**config.mk**
```make
export PLATFORM = sky130hd
export DESIGN_NAME = booth_mult_seq
export DESIGN_NICKNAME = d
export VERILOG_FILES = /design/src/rtl/booth_mult_seq.sv
export SDC_FILE = /design/constraint.sdc
export NUM_CORES = 1
export LEC_CHECK = 0
export CAP_MARGIN = 20
export CORE_MARGIN = 10
export CORE_UTILIZATION = 50
export DETAILED_ROUTE_END_ITERATION = 16
export GPL_ROUTABILITY_DRIVEN = 1
export PLACE_DENSITY = 0.68
export SLEW_MARGIN = 20
export SYNTH_ARGS = -nofsm -noshare
export SYNTH_HDL_FRONTEND = slang
export SYNTH_SLANG_ARGS = --single-unit
```
**constraint.sdc**
```tcl
create_clock -name clk -period 6.1 [get_ports clk]
set_input_delay 1.22 -clock clk [delete_from_list [all_inputs] [get_ports clk]]
set_output_delay 1.22 -clock clk [all_outputs]
set_load 0.02 [all_outputs]
```
**src/rtl/booth_mult_seq.sv**
```systemverilog
// ---------------------------------------------------------------------------
// booth_mult_seq
//   Iterative radix-4 Booth multiplier. One Booth group is retired per clock
//   into a single shared adder and accumulator, so a WIDTH x WIDTH multiply
//   takes NGRP = WIDTH/2+1 cycles. The extra group lets unsigned and mixed
//   operand modes share the signed recoding path.
//
// Ports
//   clk        rising-edge clock
//   rst_n      asynchronous active-low reset
//   in_valid   operands valid
//   in_ready   block can accept operands (high only in IDLE)
//   x          multiplier operand, Booth-recoded
//   y          multiplicand operand
//   x_signed   1: x is two's complement, 0: unsigned
//   y_signed   1: y is two's complement, 0: unsigned
//   acc_clr    (only with BOOTH_MULT_MAC_EN) 1: start from 0,
//              0: start from the previously delivered product
//   out_valid  product valid
//   out_ready  consumer accepts product
//   product    registered result, PW = 2*WIDTH bits
//   busy       high in CALC or DONE
//
// Build option
//   BOOTH_MULT_MAC_EN  turns the block into a multiply-accumulate unit:
//                      product = previous product + x*y (mod 2^PW).
// ---------------------------------------------------------------------------
module booth_mult_seq #(
    parameter  int WIDTH = 16,
    localparam int NGRP  = WIDTH / 2 + 1,
    localparam int PW    = 2 * WIDTH
) (
    input  logic             clk,
    input  logic             rst_n,
    input  logic             in_valid,
    output logic             in_ready,
    input  logic [WIDTH-1:0] x,
    input  logic [WIDTH-1:0] y,
    input  logic             x_signed,
    input  logic             y_signed,
`ifdef BOOTH_MULT_MAC_EN
    input  logic             acc_clr,
`endif
    output logic             out_valid,
    input  logic             out_ready,
    output logic [PW-1:0]    product,
    output logic             busy
);

    localparam int CW = $clog2(NGRP);

    typedef enum logic [1:0] {
        IDLE = 2'd0,
        CALC = 2'd1,
        DONE = 2'd2
    } state_t;

    state_t state_reg, state_next;

    // Multiplier is consumed two bits per cycle from the bottom; xlow_reg
    // holds the bit just shifted out (xe[2k-1]), zero for the first group.
    logic [WIDTH+1:0] xs_reg;
    logic             xlow_reg;
    // Multiplicand pre-shifted by 2k so no variable shifter is needed.
    logic [PW-1:0]    ys_reg;
    logic [PW-1:0]    acc_reg;
    logic [PW-1:0]    product_reg;
    logic [CW-1:0]    cnt_reg;
    logic             out_valid_reg;

    logic [WIDTH+1:0] x_ext;
    logic [PW-1:0]    y_ext;
    logic [2:0]       trip;
    logic             sel_zero;
    logic             sel_two;
    logic             sel_neg;
    logic [PW-1:0]    mag;
    logic [PW-1:0]    addend;
    logic [PW-1:0]    acc_sum;
    logic             last_grp;
    logic [PW-1:0]    acc_start;

    assign x_ext = {{2{x_signed & x[WIDTH-1]}}, x};
    assign y_ext = {{WIDTH{y_signed & y[WIDTH-1]}}, y};

`ifdef BOOTH_MULT_MAC_EN
    assign acc_start = acc_clr ? '0 : product_reg;
`else
    assign acc_start = '0;
`endif

    // Radix-4 Booth recoding of {xe[2k+1], xe[2k], xe[2k-1]}
    assign trip = {xs_reg[1:0], xlow_reg};

    always_comb begin
        sel_zero = 1'b0;
        sel_two  = 1'b0;
        sel_neg  = 1'b0;
        case (trip)
            3'b000, 3'b111: sel_zero = 1'b1;
            3'b001, 3'b010: ;
            3'b011:         sel_two  = 1'b1;
            3'b100: begin
                sel_two = 1'b1;
                sel_neg = 1'b1;
            end
            default:        sel_neg  = 1'b1;   // 101, 110 -> -1
        endcase
    end

    assign mag      = sel_zero ? '0 : (sel_two ? (ys_reg << 1) : ys_reg);
    // Negation as invert plus carry-in folded into the single adder
    assign addend   = sel_neg ? ~mag : mag;
    assign acc_sum  = acc_reg + addend + PW'(sel_neg);
    assign last_grp = (cnt_reg == CW'(NGRP - 1));

    // State register
    always_ff @(posedge clk or negedge rst_n) begin
        if (!rst_n) begin
            state_reg <= IDLE;
        end else begin
            state_reg <= state_next;
        end
    end

    // Next-state logic
    always_comb begin
        state_next = state_reg;
        case (state_reg)
            IDLE:    if (in_valid) state_next = CALC;
            CALC:    if (last_grp) state_next = DONE;
            DONE:    if (out_ready) state_next = IDLE;
            default: state_next = IDLE;
        endcase
    end

    // Datapath
    always_ff @(posedge clk or negedge rst_n) begin
        if (!rst_n) begin
            xs_reg        <= '0;
            xlow_reg      <= 1'b0;
            ys_reg        <= '0;
            acc_reg       <= '0;
            cnt_reg       <= '0;
            product_reg   <= '0;
            out_valid_reg <= 1'b0;
        end else begin
            case (state_reg)
                IDLE: begin
                    if (in_valid) begin
                        xs_reg   <= x_ext;
                        xlow_reg <= 1'b0;
                        ys_reg   <= y_ext;
                        acc_reg  <= acc_start;
                        cnt_reg  <= '0;
                    end
                end
                CALC: begin
                    acc_reg  <= acc_sum;
                    xs_reg   <= xs_reg >> 2;
                    xlow_reg <= xs_reg[1];
                    ys_reg   <= ys_reg << 2;
                    cnt_reg  <= cnt_reg + CW'(1);
                    if (last_grp) begin
                        product_reg   <= acc_sum;
                        out_valid_reg <= 1'b1;
                    end
                end
                DONE: begin
                    if (out_ready) out_valid_reg <= 1'b0;
                end
                default: ;
            endcase
        end
    end

    assign in_ready  = (state_reg == IDLE);
    assign busy      = (state_reg != IDLE);
    assign out_valid = out_valid_reg;
    assign product   = product_reg;

endmodule

```
==> parameters.txt <==
Parameter                              Value

Cells and area
  NumNets Final ... around 950
  Fill cell instance count of the final layout ... 1291
  Commonest non-fill, non-tap cells in the layout ... dfrtp_1, nand2_1, o21ai_0
  Number of antenna repair diodes ... 0
  Fraction of the core area covered by cells at the end of the flow ... about 60%
  Share of final-layout standard cells stronger than drive strength 1 ... 9.08%
  Most common cell after layout, fill and taps aside ... dfrtp_1
  Post-synthesis to final-layout area growth ... 18.5%

STA
  Sum of negative setup slack ... 0 ns
  Measured slew at the worst slew-check pin ... between 1 and 1.5 ns
  Fmax achieved ... roughly 0.23 GHz
  Setup repair after global routing missed its margin ... no
  Number of failing setup endpoints in the final timing report ... 0
  Final Cycle Share ... a little under three quarters
  Worst slew margin relative to its limit ... 32.4%
  Post-route minimum period ... 4.33 ns
  Max Slew Vio Count ... 0
  Number of failing hold endpoints at the final stage ... 0
  Skew final ... 0.0107 ns

Synth
  Most area-hungry cell type in the Yosys netlist ... dfrtp_1
  Post-synth top area share ... 39.4%
  Area of the mapped netlist ... 7680 sq um
  Synth Area per Inst ... 9.23 sq um
  Flip-flop and latch count after synthesis ... 121
  Ys flop type ... dfrtp_1
  Post-synthesis net count ... 907
  Number of flops mapped to enable cells by yosys ... 0
  Count of distinct cell types in the synthesized netlist ... 67
  Cell types with the largest area share after synthesis ... dfrtp_1, o21ai_0, ha_1
  Number of cells produced by synthesis ... roughly 830
  Warnings, synthesis ... 0
  Proportion of synthesized chip area in sequential cells ... 39.4%
  Asr flop ratio synth ... 100%

Worst hold path
  Cell depth of the worst min-delay path ... 2
  Class of the tightest hold or removal check ... register to register

Placed design
  Input/output buffers ... slightly above 70
  Gpl congestion ... between 0.9 and 1
  Detailed placer's ending HPWL ... 14200 um

Floorplan
  Number of cell rows ... 45
  Width of the die ... 144 um
  Core Footprint ... ~15000 sq um
  Initial Util ... 50.7%
  Die footprint ... 20700 sq um
  I/O pin count ... 73
  Vertical die dimension ... 144 um

Global route
  Total routing usage reported by global routing ... 20.4%
  Number of antenna violations at the first check in global routing ... 0
  First-pass GRT wire length ... 33900 um
  Pin count of the biggest net entering global routing ... 74
  Vias in the first global route ... 6654
  Grt ovf ... 0

Clock tree
  Maximum buffer depth of the clock tree ... 2
  Reg clk slew, reported paths ... approximately 0.060 ns
  Root buffer cell ... clkbuf_16
  # Post-CTS Setup Buffers ... 0
  CTS tree ... built
  TritonCTS Buffers ... 17
  CTS Hold Buffers Added ... 0
  # resized after CTS ... 0
  Clk sink count ... 121
  Clock latency of the later-clocked register in the worst-skew pair ... 0.43 ns
  Clock H-tree levels ... 4

Routing
  Average wire per standard cell ... 18.9 um
  DRT Wirelength ... ~20000 um
  Routed vias ... 6611
  DRC violations left ... 0
  Vias per inst ... 6.12
  DRC marker count from the first detailed-route iteration ... 531
  Final antenna-violating net count ... 0
  First-pass DRT Iterations ... 5

Outcome
  Run status ... finished, final reports clean

Critical path
  Depth of the worst register-to-register path ... 12
  Arrival time at the worst endpoint ... 4.64 ns
  Setup Crit Path Kind ... register to register
  Kind of end point of the critical path ... register
  Worst-path maximum fanout ... 31
  Required time of the worst setup path ... 6.42 ns
  Kind of launch point of the worst setup path ... register

Run
  Number of max-cap violations ... 0
==> worst paths after layout <==
kind	start	to	slack, ns
max in group asynchronous	rst_n	xs_reg[1]	3.88
setup / recovery	xs_reg[0]	acc_reg[27]	1.77
setup reg to reg	xs_reg[0]	acc_reg[27]	1.77
hold reg to reg	product[18]	product[18]	0.47
hold / removal	product[18]	product[18]	0.47
min in group asynchronous	rst_n	product[12]	0.85
==> routing by layer <==
metal / vias up / routed length (um) / global-route usage [%]
met5: - / 0 / 0
met4: 0 / 544 / 8.87
met3: 39 / 1000 / 4.56
met2: 202 / 9390 / 31.8
met1: 3226 / 9470 / 26.6
li1: 3144 / - / -
==> stage by stage <==
step	area [sq um]	worst slack (ns)	instances	hold slack (ns)
3_3_place_gp	8490	1.97	1048	0.458
4_1_cts	9110	1.85	1080	0.476
5_1_grt	9110	1.55	1080	0.511
2_1_floorplan	7680	2.67	833	0.450
3_5_place_dp	8490	1.87	1048	0.461
6_report	9110	1.77	1080	0.469
==> synth_stat cells (5+ instances only) <==
library cell    n
dfrtp_1       121
o21bai_1        7
clkbuf_1       40
o21ai_0        92
a22o_1         29
xnor2_1        14
a31oi_1         5
nand4_1         8
and2_1         10
mux2_2         12
nand2_1       115
xor2_1         44
inv_1          12
and3b_1        29
nor2_1         31
ha_1           35
buf_1           8
nand3_1        17
a22oi_1        32
a21o_1         16
nor3_1         10
a21oi_1        54
a221o_1        17
==> logic make-up (layout without fill, tap and decap cells) <==
group	Yosys count	in the layout	share of synthesized area, %
XOR/XNOR	58	58	6.61
flip-flops	121	121	39.4
adder cells (fa/ha/maj)	37	37	6.14
AND/OR/NAND/NOR	241	241	15.9
AO/OA/AOI/OAI	295	295	26.2
buffers and inverters	67	126	3.74
multiplexers	14	14	2.02
==> critical path: stages, from the launching register on <==
cell and delay [ns]:
dfrtp_1 0.46, nor2_1 0.15, nand2_1 0.51, o21ai_0 0.68, ha_1 0.36, a21oi_2 0.28
nor2_1 0.08, nor2_1 0.25, o21ai_0 0.16, a211o_2 0.35, o2111a_2 0.30, or3_1 0.34
a32o_1 0.26
==> area by class of cell <==
type	count	area, sq um	share of cell area [%]
Clock inverter	15	190	2.09
Timing Repair Buffer	82	793	8.71
Sequential cell	121	3030	33.3
Clock buffer	17	425	4.67
Inverter	12	45.0	0.494
Multi-Input combinational cell	645	4390	48.2
Tap cell	188	235	2.58
Power is left out: the tool's default activity adds up to more than one toggle a clock period on the data nets, which glitch-free logic cannot reach.
